===== src/rtl/riscv_pkg.sv =====
// Shared definitions for the instruction fetch slice: fetch FSM states and
// the canonical no-op instruction shown to decode when no instruction is live.
package riscv_pkg;

  localparam int INST_W = 32;

  // addi x0,x0,0
  localparam logic [INST_W-1:0] NOP_INST = 32'h0000_0013;

  typedef enum logic [1:0] {
    IDLE  = 2'd0,
    FETCH = 2'd1,
    WAIT  = 2'd2,
    HOLD  = 2'd3
  } fetch_state_e;

endpackage


===== src/rtl/fetch_unit_pc_gen.sv =====
// Program counter: word-aligned register with +4 increment and a redirect
// mux. A redirect overrides any increment requested in the same cycle.
module pc_gen #(
  parameter int                ADDR_W   = 32,
  parameter logic [ADDR_W-1:0] RESET_PC = '0
) (
  input  logic              clk,
  input  logic              rst_n,
  input  logic              i_inc,
  input  logic              i_redirect,
  input  logic [ADDR_W-1:0] i_redirect_pc,
  output logic [ADDR_W-1:0] o_pc
);

  logic [ADDR_W-1:0] r_pc;
  logic [ADDR_W-1:0] w_pc_inc;
  logic [ADDR_W-1:0] w_target;

  // Increment wraps modulo 2^ADDR_W; redirect targets have bits [1:0] cleared.
  assign w_pc_inc = r_pc + ADDR_W'(4);
  assign w_target = i_redirect_pc & ~ADDR_W'(3);

  // NOTE: sequential state uses non-blocking assignments so every flop samples
  // pre-edge values, independent of process evaluation order.
  always_ff @(posedge clk or negedge rst_n) begin
    if (!rst_n) begin
      r_pc <= RESET_PC;
    end else if (i_redirect) begin
      r_pc <= w_target;
    end else if (i_inc) begin
      r_pc <= w_pc_inc;
    end
  end

  assign o_pc = r_pc;

endmodule


===== src/rtl/fetch_unit.sv =====
// Instruction fetch stage: one outstanding req/gnt/valid transaction, a
// registered output slot toward decode, and a hold register for back-pressure.
module fetch_unit
  import riscv_pkg::*;
#(
  parameter int                ADDR_W   = 32,
  parameter logic [ADDR_W-1:0] RESET_PC = '0,
  parameter logic [31:0]       NOP_INST = riscv_pkg::NOP_INST
) (
  input  logic              clk,
  input  logic              rst_n,
  output logic              imem_req,
  output logic [ADDR_W-1:0] imem_addr,
  input  logic              imem_gnt,
  input  logic              imem_valid,
  input  logic [31:0]       imem_rdata,
  output logic              inst_valid,
  output logic [31:0]       inst,
  output logic [ADDR_W-1:0] inst_pc,
  input  logic              dec_ready,
  input  logic              redirect_valid,
  input  logic [ADDR_W-1:0] redirect_pc
);

  fetch_state_e      r_state, w_state_nxt;
  logic              r_stale, w_stale_nxt;
  logic              r_inst_valid;
  logic [31:0]       r_inst;
  logic [ADDR_W-1:0] r_inst_pc;
  logic [31:0]       r_hold;

  logic              w_slot_free;
  logic              w_load_slot;
  logic              w_from_hold;
  logic              w_capture_hold;
  logic              w_pc_inc;
  logic [ADDR_W-1:0] w_pc;

  pc_gen #(
    .ADDR_W   (ADDR_W),
    .RESET_PC (RESET_PC)
  ) u_pc_gen (
    .clk           (clk),
    .rst_n         (rst_n),
    .i_inc         (w_pc_inc),
    .i_redirect    (redirect_valid),
    .i_redirect_pc (redirect_pc),
    .o_pc          (w_pc)
  );

  // The slot can take a new word if it is empty or decode drains it this cycle.
  assign w_slot_free = !r_inst_valid || dec_ready;

  // NOTE: every signal written here gets a default first, so no path through
  // the case leaves one unassigned and no latch is inferred.
  always_comb begin
    w_state_nxt    = r_state;
    w_stale_nxt    = r_stale;
    w_load_slot    = 1'b0;
    w_from_hold    = 1'b0;
    w_capture_hold = 1'b0;
    w_pc_inc       = 1'b0;
    unique case (r_state)
      IDLE: w_state_nxt = FETCH;
      FETCH: begin
        if (imem_gnt) begin
          w_state_nxt = WAIT;
          // A request granted under a redirect fetches the old path.
          if (redirect_valid) w_stale_nxt = 1'b1;
        end
      end
      WAIT: begin
        if (imem_valid) begin
          w_state_nxt = FETCH;
          w_stale_nxt = 1'b0;
          if (!r_stale && !redirect_valid) begin
            if (w_slot_free) begin
              w_load_slot = 1'b1;
              w_pc_inc    = 1'b1;
            end else begin
              w_capture_hold = 1'b1;
              w_state_nxt    = HOLD;
            end
          end
        end else if (redirect_valid) begin
          w_stale_nxt = 1'b1;
        end
      end
      HOLD: begin
        if (redirect_valid) begin
          w_state_nxt = FETCH;
        end else if (w_slot_free) begin
          w_load_slot = 1'b1;
          w_from_hold = 1'b1;
          w_pc_inc    = 1'b1;
          w_state_nxt = FETCH;
        end
      end
      default: w_state_nxt = IDLE;
    endcase
  end

  always_ff @(posedge clk or negedge rst_n) begin
    if (!rst_n) begin
      r_state <= IDLE;
      r_stale <= 1'b0;
    end else begin
      r_state <= w_state_nxt;
      r_stale <= w_stale_nxt;
    end
  end

  // Redirect flushes the slot even when decode is consuming it this cycle.
  always_ff @(posedge clk or negedge rst_n) begin
    if (!rst_n) begin
      r_inst_valid <= 1'b0;
      r_inst       <= NOP_INST;
      r_inst_pc    <= '0;
    end else if (redirect_valid) begin
      r_inst_valid <= 1'b0;
      r_inst       <= NOP_INST;
    end else if (w_load_slot) begin
      r_inst_valid <= 1'b1;
      r_inst       <= w_from_hold ? r_hold : imem_rdata;
      r_inst_pc    <= w_pc;
    end else if (r_inst_valid && dec_ready) begin
      r_inst_valid <= 1'b0;
      r_inst       <= NOP_INST;
    end
  end

  // NOTE: the hold register is pure data, only read while in HOLD after a
  // capture, so it carries no reset.
  always_ff @(posedge clk) begin
    if (w_capture_hold) r_hold <= imem_rdata;
  end

  assign imem_req   = (r_state == FETCH);
  assign imem_addr  = w_pc & ~ADDR_W'(3);
  assign inst_valid = r_inst_valid;
  assign inst       = r_inst;
  assign inst_pc    = r_inst_pc;

endmodule

===== config.mk =====
export PLATFORM = sky130hd
export DESIGN_NAME = fetch_unit
export DESIGN_NICKNAME = d
export VERILOG_FILES = /design/src/rtl/riscv_pkg.sv /design/src/rtl/fetch_unit_pc_gen.sv /design/src/rtl/fetch_unit.sv
export SDC_FILE = /design/constraint.sdc
export NUM_CORES = 1
export LEC_CHECK = 0
export BUFFER_PORTS_ARGS = -buffer_cell sky130_fd_sc_hd__clkbuf_2
export CAP_MARGIN = 0
export CORE_MARGIN = 4
export CORE_UTILIZATION = 54
export CTS_BUF_LIST = sky130_fd_sc_hd__clkbuf_2
export CTS_CLUSTER_DIAMETER = 40
export CTS_CLUSTER_SIZE = 25
export DETAILED_ROUTE_END_ITERATION = 6
export GPL_TIMING_DRIVEN = 1
export HOLD_SLACK_MARGIN = 0.02
export PLACE_DENSITY = 0.83
export SYNTH_ARGS = -nofsm -noshare
export SYNTH_HDL_FRONTEND = slang
export SYNTH_HIERARCHICAL = 1
export SYNTH_SLANG_ARGS = --single-unit

===== constraint.sdc =====
create_clock -name clk -period 3.8 [get_ports clk]
set_input_delay 0.38 -clock clk [delete_from_list [all_inputs] [get_ports clk]]
set_output_delay 0.38 -clock clk [all_outputs]
set_load 0.01 [all_outputs]

==> results_dict.tcl <==
set metrics [dict create \
    antenna_found_initial 0 \
    required_ps 4310 \
    num_antenna_cells 0 \
    crit_buf_inv 2 \
    power.density_nw_per_um2 503 \
    clockPowerShare_pct 19.7 \
    ant_nets 0 \
    grt_pass1_wl_mm 25.1 \
    end_kind "flop" \
    placed_cell_area_um2 6610 \
    yosysWarningCount 6 \
    drt_iter0_drc 375 \
    crit_fanout 23 \
    grt.overflow.total 0 \
    yosysTopAreaCellShare_pct 41.4 \
    die_h_um 111 \
    dpl.hpwl_mm 9.22 \
    finalSetupTns_ps 0 \
    ctsResizeCount 0 \
    relSlewSlack_pct 35.4 \
    area_growth_pct 30.1 \
    post_cts_buffers 0 \
    cts_sinks 130 \
    num_vias 4703 \
    yosysTopAreaCell "dfrtp_1" \
    finalWeightedCongestion 0.796 \
    cpPeakStageDelay_ps 620 \
    cp_top_family "simple AND/OR/NAND/NOR gates" \
    status "completed" \
    synth.yosys.seq_area_share_pct 59.6 \
    grt_pass1_vias 5021 \
    cpMaxStageDelayCell "or3_1" \
    root_buffer "clkbuf_2" \
    ys.flop_type "dfrtp_1" \
    hold_end "inst_valid" \
    reg2reg_depth 10 \
    final_util_pct 72.3 \
    worstHoldStart "dec_ready" \
    power.switching_mw 1.30 \
    die_area_um2 12300 \
    layout_min_cycle_time_ps 3120 \
    ys_ff_latch 130 \
    seqCellArea_um2 3420 \
    cts_buffers 17 \
    reg2reg_slack_ps 680 \
    io_buffers 163 \
    synth_cell_types 44 \
    multi_input_area_um2 2120 \
    setup_violations 0 \
    drt_pre_antenna_iters 7 \
    routed_wl_mm 14.9 \
    design_power_total_mw 3.76 \
    synth_edf_count 32 \
    finalInstanceArea_um2 7470 \
    synth.avg_cell_area_um2 11.8 \
    routedWlPerCell_um 17.3 \
    switching_share_pct 34.5 \
    synth_area_leaders "dfrtp_1 (41%), edfxtp_1 (17%), mux2_2 (6.7%)" \
    cp_cell_sequence "inv_1, ha_1, nand3b_1, a211oi_4, buf_4, nand4_2, or3_1, nor4_4, xnor2_1, o21ai_1" \
    async_flop_share_pct 75.4 \
    fin_hold_ws_ps 120 \
    drive_gt1_share_pct 35.3 \
    ir_drop_v 0.000347 \
    power_frac_seq_pct 50.4 \
    clk_pin_slew_ps 190 \
    rsz0062_at_grt "no" \
    nets 787 \
    critPathKind "flop to flop" \
    io_pins 168 \
    p_leak_nw 3.35 \
    combPwrFrac_pct 29.9 \
    reg2reg_to "u_pc_gen/o_pc[31]" \
    synth_area_um2 5740 \
    start_util_pct 55.6 \
    core_area_um2 10300 \
    critical_path_arrival_ps 3630 \
    cts_tree "done" \
    hp-class "input port to flop" \
    drv_slew 0 \
    syn-instance-count 487 \
    rows 37 \
    grt_max_degree 78 \
    cap_violations 0 \
    worst_slew_pin_slew_ps 965 \
    fmax_mhz 321 \
    clk_latency_ps 650 \
    hold_violations 0 \
    preCtsSetupSlack_ps 703 \
    grtUsageTotal_pct 25.1 \
    start_kind "flop" \
    htree_levels 4 \
    r2r-start "r_state[0]" \
    worst_slack_ps 681 \
    internal_power_mw 2.46 \
    vias_per_cell 5.46 \
    whs_path_depth 3 \
    dp.cells 764 \
    drc 0 \
    period_share_pct 82.1 \
    fin_skew_ps 39.0 \
    cts_buffer_depth 2 \
    chipWidth_um 111 \
    nFillCells 685 \
    stdcell_count 861 \
]
-- tightest hold or removal path: cells and delay by family --
| family | cells | cell delay (ps) |
|---|---|---|
| buf+inv | 1 | 130 |
| compound gates | 1 | 80 |
| simple gates | 1 | 140 |
-- power by group through the flow --
stage | clock (mW) | sequential [mW] | combinational (mW)
CTS | 0.766 | 1.89 | 1.12
global route | 0.834 | 1.93 | 1.24
global placement | 0 | 1.89 | 1.03
finish | 0.740 | 1.89 | 1.12
floorplan | 0 | 2.01 | 0.517
detailed placement | 0 | 1.92 | 1.06
-- metal layers --
metal | vias up | global-route usage [%] | part of all wire [%]
met3 | 40 | 7.59 | 8.5
met1 | 2227 | 30.9 | 39
met2 | 257 | 41.6 | 49
li1 | 2179 | - | -
met4 | 0 | 10.1 | 2.7
met5 | - | 0 | 0
-- Yosys cell counts (all sizes together), types with 6 or more instances --
library cell and instances:
nor3 12, o221ai 18, o21ai 48, xnor2 21, a21oi 17, a31oi 14
dfrtp 95, nand2 86, xor2 8, buf 20, mux2 34, edfxtp 32
nand3 8, inv 8, nor2 9, nor4 7, and3 6, clkbuf 12
-- cells by family (layout without fill, tap and decap cells) --
| kind of cell | count (synthesis) | in the layout | share of synthesized area [%] |
|---|---|---|---|
| xor gates and xnor gates | 29 | 29 | 4.43 |
| AOI/OAI and AO/OA | 101 | 101 | 11.5 |
| other | 2 | 4 | 0.131 |
| DFF | 130 | 130 | 59.6 |
| muxes | 36 | 36 | 7.02 |
| and+or+nand+nor | 144 | 144 | 12.5 |
| buffers and inverters | 40 | 276 | 3.77 |
| adders and majority gates | 5 | 5 | 1.09 |
-- worst max-delay path by stage --
stage | start | end | slack (ps) | cells past startpoint
floorplan | r_state[0] | u_pc_gen/o_pc[28] | 1040 | 11
global placement | r_state[0] | u_pc_gen/o_pc[19] | 830 | 10
detailed placement | r_state[0] | u_pc_gen/o_pc[23] | 700 | 10
CTS | r_state[0] | u_pc_gen/o_pc[31] | 680 | 10
global route | r_state[0] | u_pc_gen/o_pc[31] | 400 | 10
finish | r_state[0] | u_pc_gen/o_pc[31] | 680 | 10
-- what timing repair did --
action,CTS,global route
hold buffers,65,0
endpoints found under the hold margin,163,0
setup endpoints to repair,0,0
-- layout make-up --
class,count,area share (%)
sequential,130,45.8
multi-input combinational,319,28.4
timing repair buffer,236,20.5
tap,136,2.28
clock inverter,15,1.58
clock buffer,17,1.14
inverter,8,0.402
-- placed cells by master (no fill, tap or decap), drive strengths merged --
cell	instances
clkbuf	179
and2	1
a21oi	17
inv	10
mux2i	2
nand2b	3
o21ai	48
edfxtp	32
nor4	7
nand2	86
nor3	12
dlygate4sd3	65
bufinv	1
nor2b	3
nand4	4
a22oi	2
or3	2
nand3	8
xnor2	21
o221ai	18
mux2	34
a31oi	14
nand3b	1
nor2	9
clkinv	9
xor2	8
buf	9
and3	6
a211oi	1
conb	4
dfstp	3
ha	5
dfrtp	95
a21o	1
clkinvlp	3
and4	2
-- sequential cells by signal, indices dropped and copies added, names as in the netlist --
signal	count
r_state	2
u_pc_gen/o_pc	30
inst_pc	32
r_stale	1
inst	32
inst_valid	1
r_hold	32
No activity file was read; power rests on OpenSTA's default activity.
